==> config.mk <==
export PLATFORM = sky130hd
export DESIGN_NAME = alu_issue_ctrl_flat
export DESIGN_NICKNAME = d
export VERILOG_FILES = /design/src/rtl/alu_pkg.sv /design/src/rtl/alu_issue_ctrl_if.sv /design/src/rtl/alu_regfile.sv /design/src/rtl/alu_issue_ctrl.sv /design/src/flat_wrapper.sv
export SDC_FILE = /design/constraint.sdc
export NUM_CORES = 1
export LEC_CHECK = 0
export BUFFER_PORTS_ARGS = -buffer_cell sky130_fd_sc_hd__buf_2
export CORE_MARGIN = 3
export CORE_UTILIZATION = 58
export DETAILED_ROUTE_END_ITERATION = 16
export PLACE_DENSITY_LB_ADDON = 0.05
export REMOVE_ABC_BUFFERS = 1
export SKIP_LAST_GASP = 1
export SYNTH_ARGS = -nofsm -noshare
export SYNTH_HDL_FRONTEND = slang
export SYNTH_SLANG_ARGS = --single-unit
==> constraint.sdc <==
create_clock -name clk_i -period 3.85 [get_ports clk_i]
set_input_delay 0.77 -clock clk_i [delete_from_list [all_inputs] [get_ports clk_i]]
set_output_delay 0.77 -clock clk_i [all_outputs]
set_load 0.03 [all_outputs]
==> src/rtl/alu_pkg.sv <==
// Shared definitions for the ALU and its issue controller: opcodes, controller
// states and the default datapath width.
package alu_pkg;

   localparam int ALU_DATA_W = 8;

   typedef enum logic [2:0] {
      OP_ADD, OP_SUB, OP_SLL, OP_LSR, OP_AND, OP_OR, OP_XOR, OP_EQ
   } op_e;

   typedef enum logic [1:0] {
      S_IDLE, S_EXEC, S_RESP
   } state_e;

endpackage

==> src/rtl/alu_issue_ctrl_if.sv <==
// Command, ALU-drive and result buses of the issue controller; the controller
// takes the slave side, the command source / result sink the master side.
interface alu_issue_ctrl_if #(
   parameter int DATA_W = alu_pkg::ALU_DATA_W,
   parameter int NREGS  = 4
);
   localparam int REG_AW = $clog2(NREGS);

   logic              cmd_valid_i;
   logic              cmd_ready_o;
   logic              cmd_ld_i;
   logic [2:0]        cmd_op_i;
   logic [REG_AW-1:0] cmd_rd_i;
   logic [REG_AW-1:0] cmd_rs1_i;
   logic [REG_AW-1:0] cmd_rs2_i;
   logic [DATA_W-1:0] cmd_imm_i;
   logic [DATA_W-1:0] alu_a_o;
   logic [DATA_W-1:0] alu_b_o;
   logic [2:0]        alu_op_o;
   logic [DATA_W-1:0] alu_res_i;
   logic              res_valid_o;
   logic              res_ready_i;
   logic [DATA_W-1:0] res_data_o;
   logic [REG_AW-1:0] res_rd_o;
   logic              res_zero_o;

   modport slave (
      input  cmd_valid_i, cmd_ld_i, cmd_op_i, cmd_rd_i, cmd_rs1_i, cmd_rs2_i,
             cmd_imm_i, alu_res_i, res_ready_i,
      output cmd_ready_o, alu_a_o, alu_b_o, alu_op_o, res_valid_o, res_data_o,
             res_rd_o, res_zero_o
   );

   modport master (
      output cmd_valid_i, cmd_ld_i, cmd_op_i, cmd_rd_i, cmd_rs1_i, cmd_rs2_i,
             cmd_imm_i, alu_res_i, res_ready_i,
      input  cmd_ready_o, alu_a_o, alu_b_o, alu_op_o, res_valid_o, res_data_o,
             res_rd_o, res_zero_o
   );

endinterface

==> src/rtl/alu_regfile.sv <==
// Operand register file: two asynchronous read ports, one synchronous write
// port, synchronous active-low clear of every entry.
module alu_regfile #(
   parameter int DATA_W = alu_pkg::ALU_DATA_W,
   parameter int NREGS  = 4,
   localparam int REG_AW = $clog2(NREGS)
) (
   input  logic              clk_i,
   input  logic              rst_ni,
   input  logic              we,
   input  logic [REG_AW-1:0] waddr,
   input  logic [DATA_W-1:0] wdata,
   input  logic [REG_AW-1:0] raddr1,
   input  logic [REG_AW-1:0] raddr2,
   output logic [DATA_W-1:0] rdata1,
   output logic [DATA_W-1:0] rdata2
);

   logic [DATA_W-1:0] mem [NREGS];

   always_ff @(posedge clk_i) begin
      if (!rst_ni) begin
         for (int i = 0; i < NREGS; i++) mem[i] <= '0;
      end else if (we) begin
         mem[waddr] <= wdata;
      end
   end

   assign rdata1 = mem[raddr1];
   assign rdata2 = mem[raddr2];

endmodule

==> src/rtl/alu_issue_ctrl.sv <==
// Issue stage in front of the combinational ALU: accepts load/ALU commands,
// launches operands, captures and writes back the result, and hands it downstream.
module alu_issue_ctrl
   import alu_pkg::*;
#(
   parameter int DATA_W = ALU_DATA_W,
   parameter int NREGS  = 4
) (
   input logic            clk_i,
   input logic            rst_ni,
   alu_issue_ctrl_if.slave bus
);

   localparam int REG_AW = $clog2(NREGS);

   state_e            state_p0, state_nxt;
   logic              cmd_fire;
   logic [REG_AW-1:0] rd_p1;
   logic              rf_we;
   logic [REG_AW-1:0] rf_waddr;
   logic [DATA_W-1:0] rf_wdata;
   logic [DATA_W-1:0] rf_rdata1, rf_rdata2;

   assign bus.cmd_ready_o = (state_p0 == S_IDLE);
   assign cmd_fire        = bus.cmd_valid_i && bus.cmd_ready_o;

   always_ff @(posedge clk_i) begin
      if (!rst_ni) state_p0 <= S_IDLE;
      else         state_p0 <= state_nxt;
   end

   always_comb begin
      state_nxt = state_p0;
      case (state_p0)
         S_IDLE:  if (cmd_fire && !bus.cmd_ld_i) state_nxt = S_EXEC;
         S_EXEC:  state_nxt = S_RESP;
         S_RESP:  if (bus.res_ready_i) state_nxt = S_IDLE;
         default: state_nxt = S_IDLE;
      endcase
   end

   // Writeback port is shared: immediates in S_IDLE, ALU results in S_EXEC.
   assign rf_we    = (cmd_fire && bus.cmd_ld_i) || (state_p0 == S_EXEC);
   assign rf_waddr = (state_p0 == S_EXEC) ? rd_p1 : bus.cmd_rd_i;
   assign rf_wdata = (state_p0 == S_EXEC) ? bus.alu_res_i : bus.cmd_imm_i;

   alu_regfile #(
      .DATA_W (DATA_W),
      .NREGS  (NREGS)
   ) u_rf (
      .clk_i  (clk_i),
      .rst_ni (rst_ni),
      .we     (rf_we),
      .waddr  (rf_waddr),
      .wdata  (rf_wdata),
      .raddr1 (bus.cmd_rs1_i),
      .raddr2 (bus.cmd_rs2_i),
      .rdata1 (rf_rdata1),
      .rdata2 (rf_rdata2)
   );

   // Stage 1: operand launch on accept; stage 2: result capture out of S_EXEC.
   always_ff @(posedge clk_i) begin
      if (!rst_ni) begin
         bus.alu_a_o    <= '0;
         bus.alu_b_o    <= '0;
         bus.alu_op_o   <= '0;
         rd_p1          <= '0;
         bus.res_data_o <= '0;
         bus.res_rd_o   <= '0;
      end else begin
         if (cmd_fire && !bus.cmd_ld_i) begin
            bus.alu_a_o  <= rf_rdata1;
            bus.alu_b_o  <= rf_rdata2;
            bus.alu_op_o <= bus.cmd_op_i;
            rd_p1        <= bus.cmd_rd_i;
         end
         if (state_p0 == S_EXEC) begin
            bus.res_data_o <= bus.alu_res_i;
            bus.res_rd_o   <= rd_p1;
         end
      end
   end

   assign bus.res_valid_o = (state_p0 == S_RESP);
   assign bus.res_zero_o  = (bus.res_data_o == '0);

endmodule

==> src/flat_wrapper.sv <==
// flat-port wrapper written by rule: the top's interface ports become plain ports
module alu_issue_ctrl_flat import alu_pkg::*;
#(
   parameter int DATA_W = ALU_DATA_W,
   parameter int NREGS  = 4
)
  (clk_i, rst_ni, bus_cmd_valid_i, bus_cmd_ld_i, bus_cmd_op_i, bus_cmd_rd_i, bus_cmd_rs1_i, bus_cmd_rs2_i, bus_cmd_imm_i, bus_alu_res_i, bus_res_ready_i, bus_cmd_ready_o, bus_alu_a_o, bus_alu_b_o, bus_alu_op_o, bus_res_valid_o, bus_res_data_o, bus_res_rd_o, bus_res_zero_o);
  alu_issue_ctrl_if #(.DATA_W(DATA_W), .NREGS(NREGS)) bus_i ();
  input logic clk_i;
  input logic rst_ni;
  input wire logic [$bits(bus_i.cmd_valid_i)-1:0] bus_cmd_valid_i;
  input wire logic [$bits(bus_i.cmd_ld_i)-1:0] bus_cmd_ld_i;
  input wire logic [$bits(bus_i.cmd_op_i)-1:0] bus_cmd_op_i;
  input wire logic [$bits(bus_i.cmd_rd_i)-1:0] bus_cmd_rd_i;
  input wire logic [$bits(bus_i.cmd_rs1_i)-1:0] bus_cmd_rs1_i;
  input wire logic [$bits(bus_i.cmd_rs2_i)-1:0] bus_cmd_rs2_i;
  input wire logic [$bits(bus_i.cmd_imm_i)-1:0] bus_cmd_imm_i;
  input wire logic [$bits(bus_i.alu_res_i)-1:0] bus_alu_res_i;
  input wire logic [$bits(bus_i.res_ready_i)-1:0] bus_res_ready_i;
  output wire logic [$bits(bus_i.cmd_ready_o)-1:0] bus_cmd_ready_o;
  output wire logic [$bits(bus_i.alu_a_o)-1:0] bus_alu_a_o;
  output wire logic [$bits(bus_i.alu_b_o)-1:0] bus_alu_b_o;
  output wire logic [$bits(bus_i.alu_op_o)-1:0] bus_alu_op_o;
  output wire logic [$bits(bus_i.res_valid_o)-1:0] bus_res_valid_o;
  output wire logic [$bits(bus_i.res_data_o)-1:0] bus_res_data_o;
  output wire logic [$bits(bus_i.res_rd_o)-1:0] bus_res_rd_o;
  output wire logic [$bits(bus_i.res_zero_o)-1:0] bus_res_zero_o;
  assign bus_i.cmd_valid_i = bus_cmd_valid_i;
  assign bus_i.cmd_ld_i = bus_cmd_ld_i;
  assign bus_i.cmd_op_i = bus_cmd_op_i;
  assign bus_i.cmd_rd_i = bus_cmd_rd_i;
  assign bus_i.cmd_rs1_i = bus_cmd_rs1_i;
  assign bus_i.cmd_rs2_i = bus_cmd_rs2_i;
  assign bus_i.cmd_imm_i = bus_cmd_imm_i;
  assign bus_i.alu_res_i = bus_alu_res_i;
  assign bus_i.res_ready_i = bus_res_ready_i;
  assign bus_cmd_ready_o = bus_i.cmd_ready_o;
  assign bus_alu_a_o = bus_i.alu_a_o;
  assign bus_alu_b_o = bus_i.alu_b_o;
  assign bus_alu_op_o = bus_i.alu_op_o;
  assign bus_res_valid_o = bus_i.res_valid_o;
  assign bus_res_data_o = bus_i.res_data_o;
  assign bus_res_rd_o = bus_i.res_rd_o;
  assign bus_res_zero_o = bus_i.res_zero_o;
  alu_issue_ctrl #(.DATA_W(DATA_W), .NREGS(NREGS)) u_core (.clk_i(clk_i), .rst_ni(rst_ni), .bus(bus_i));
endmodule
==> reports/summary.log <==
qor: outcome.outcome finished, final reports clean
qor: grt.grt_pass1_wl 9522 um
qor: floorplanning.initial_core_util 61.02%
qor: floorplanning.row_count 25
qor: min_path.holdCritStartpoint u_core.bus.res_rd_o[1]
qor: layout.area.sequential 1622 um^2
qor: timing.timing.final.hold_violations 0
qor: critical_path.timing.critical_path.cells a21o_1 -> nand3_1 -> buf_4 -> o21ai_0
qor: timing.final-max-slew-violation-count 0
qor: critical_path.required 3.78 ns
qor: floorplanning.ports_placed_on_the_boundary 62
qor: cts.path_clk_slew 0.06 ns
qor: detailed_routing.postRouteAntennaNets 0
qor: cts.cts_setup_buffers 0
qor: grt.grt_pass1_vias 1919
qor: critical_path.capturing_point_of_the_worst_reg2reg_path u_core.u_rf.mem[2][2]
qor: detailed_routing.total_via_count_in_the_routed_design 1995
qor: layout.antenna-diode-count 0
qor: synthesis.synth.top_cell.area_share 32.90%
qor: synthesis.number_of_distinct_library_cell_variants_in_the_gate_level_netlist_after_synthesis 31
qor: cts.clock_tree.root_cell sky130_fd_sc_hd__clkbuf_8
qor: floorplanning.die-height 76.96 um
qor: detailed_routing.drt_first_pass_iters 5
qor: synthesis.synth_sequential_area_ratio 55.53%
qor: power_and_ir_drop.peakVddDrop 0.2587 mV
qor: critical_path.cpMaxStageDelayCell sky130_fd_sc_hd__o21ai_0
qor: cts.cts_tree yes
qor: grt.grt-ovfl-total 0
qor: power_and_ir_drop.pwr_density_cell 428.8 nW/um^2
qor: placement.placed_cell_area 3242 um^2
qor: min_path.hold_path_depth 2
qor: layout.drive_gt1_share 34.36%
qor: floorplanning.core_region_area 4786 um^2
qor: timing.timing.fmax 392.4 MHz
qor: timing.finalCritPeriodShare 66.19%
qor: critical_path.ff2ff_path_depth 4
qor: synthesis.ys_warn_count 0
qor: layout.stdcell_count 358
qor: timing.slew-limit-headroom 23.50%
qor: critical_path.arrival 2.48 ns
qor: min_path.worstHoldPathType reg2reg
qor: critical_path.critical_path.endpoint_type flip-flop
qor: layout.fin_nets 316
qor: grt.grt_use_total 20.79%
qor: cts.tritoncts_buffer_count 9
qor: synthesis.synth.top_cells.by_area sky130_fd_sc_hd__edfxtp_1 33%, sky130_fd_sc_hd__dfxtp_1 23%, sky130_fd_sc_hd__mux4_2 12%, sky130_fd_sc_hd__a22o_1 4.5%, sky130_fd_sc_hd__mux2i_1 4.5%
qor: timing.grt_setup_unrepaired false
qor: layout.most-common-layout-cells 61 x sky130_fd_sc_hd__buf_2, 33 x sky130_fd_sc_hd__dfxtp_1, 32 x sky130_fd_sc_hd__edfxtp_1
qor: floorplanning.die_width 76.96 um
qor: synthesis.post-synth-top-area-cell sky130_fd_sc_hd__edfxtp_1
qor: cts.tritoncts_num_sinks 65
qor: placement.detailed_place_hpwl 4340 um
qor: timing.fin_skew 0.006723 ns
qor: cts.cts_hold_buf 0
qor: cts.clk_path_buf_depth 2
qor: timing.setup-tns-final 0 ns
qor: layout.multi_input_area 1167 um^2
qor: timing.min_hold_slack 0.4638 ns
qor: timing.worst-slew-pin-transition 1.136 ns
qor: layout.num-fill-cells 363
qor: synthesis.ys_seq_elements 65
qor: detailed_routing.number_of_drc_markers_in_iteration_0 79
qor: grt.grt_start_max_net_pins 23
qor: detailed_routing.drc 0
qor: placement.finalWeightedCongestion 0.7307
qor: cts.insertion_delay 0.32 ns
qor: placement.io_buffers 61
qor: power_and_ir_drop.power_leakage 0.001413 uW
qor: flow_run.maxCapViolations 0
qor: timing.finalCriticalPeriod 2.548 ns
qor: critical_path.largest_fanout_on_the_critical_path 13
qor: layout.final_area 3412 um^2
qor: layout.most_common_library_cell_in_the_layout_ignoring_fill_and_taps sky130_fd_sc_hd__buf_2
qor: synthesis.syn-cell-area 2920 um^2
qor: detailed_routing.wl_per_cell 15.87 um
qor: cts.htreeDepth 3
qor: timing.setup_viol_count_final 0
qor: layout.syn_to_final_growth 16.84%
qor: grt.grt_antenna_before_repair 0
qor: critical_path.reg2reg_slack 1.30 ns
qor: detailed_routing.drt_wl_total 5681 um
qor: synthesis.synthCells 226
qor: detailed_routing.via_per_inst 5.573
qor: critical_path.crit-reg2reg-launch u_core.state_p0[0]
qor: critical_path.crit_type reg2reg
qor: cts.post_cts_resize_count 0
qor: min_path.holdPathEnd u_core.bus.res_rd_o[1]
qor: placement.post-place-cells 342
qor: synthesis.avgSynthCellArea 12.92 um^2
qor: critical_path.crit_path_start_kind flip-flop
qor: floorplanning.design.die.area 5922 um^2
qor: critical_path.critical_path.max_stage_delay 0.81 ns
[worst max-delay path, delay by kind of cell, from the launching register on]
kind                   cells  cell delay, ns
DFF                        1            0.55
buffers and inverters      1            0.31
AOI/OAI and AO/OA          2            0.95
and+or+nand+nor            1            0.34
[stage by stage]
stage          utilization (%)  setup WS, ns  total power, uW
4_1_cts                  71.29         1.284             1476
3_3_place_gp             67.74         1.103            973.3
5_1_grt                  71.29         1.116             1527
6_report                 71.29         1.302             1463
2_1_floorplan                -         1.074            907.2
3_5_place_dp             67.74        0.9596            979.3
[worst max-delay path by stage]
stage	cells past startpoint	endpoint	from	slack [ns]
after floorplan	3	u_core.u_rf.mem[0][0]	bus_cmd_ld_i	1.07
after detailed placement	5	u_core.u_rf.mem[2][1]	bus_cmd_ld_i	0.96
final	4	u_core.u_rf.mem[2][2]	u_core.state_p0[0]	1.30
after global placement	5	u_core.u_rf.mem[2][0]	bus_cmd_ld_i	1.10
after global routing	4	u_core.u_rf.mem[0][1]	u_core.state_p0[1]	1.12
after CTS	4	u_core.u_rf.mem[2][3]	u_core.state_p0[0]	1.28
[area by class of cell]
cell class,count,area share (%)
Clock buffer,16,4.987
Inverter,3,0.3300
Multi-Input combinational cell,139,34.21
Sequential cell,65,47.52
Tap cell,67,2.457
Timing Repair Buffer,68,10.49
[cell families (layout without fill, tap and decap cells)]
family          after synthesis  in the layout  share of synthesized area (%)
compound gates               36             36                          9.726
buf+inv                      22             87                          4.499
flops                        65             65                          55.53
mux                          29             29                          16.80
simple gates                 74             74                          13.45
[report_power, final]
group          internal (uW)  total (uW)  switching, uW
clock network            271         500            229
registers                759         779           19.9
logic                   76.7         184            107
[Yosys cell counts (all sizes together)]
cell type,count
edfxtp,32
nor2b,6
and4b,1
mux2i,13
mux4,16
nor3,25
nor4b,2
nand2,21
o21a,1
buf,12
and2b,1
dfxtp,33
nor2,11
nand3,1
a21o,1
a22o,16
or4,2
and2,1
o21ai,4
inv,3
a31oi,4
clkbuf,7
a21boi,10
and4bb,2
nand2b,1
[flip-flops by register name, summed over array words and instances (netlist names)]
| name | count |
|---|---|
| u_core.bus.alu_a_o | 8 |
| u_core.rd_p1 | 2 |
| u_core.bus.alu_b_o | 8 |
| u_core.bus.res_data_o | 8 |
| u_core.state_p0 | 2 |
| u_core.bus.alu_op_o | 3 |
| u_core.bus.res_rd_o | 2 |
| u_core.u_rf.mem | 32 |
[per-layer routing]
metal  GRT usage (%)  wire, um  vias up
met3           4.930       292        2
met1           26.99      2644      947
met5               0         0        -
li1                -         -      982
met4           7.065        29        0
met2           34.32      2714       64
Note: power is estimated with default switching activity, not from simulation.
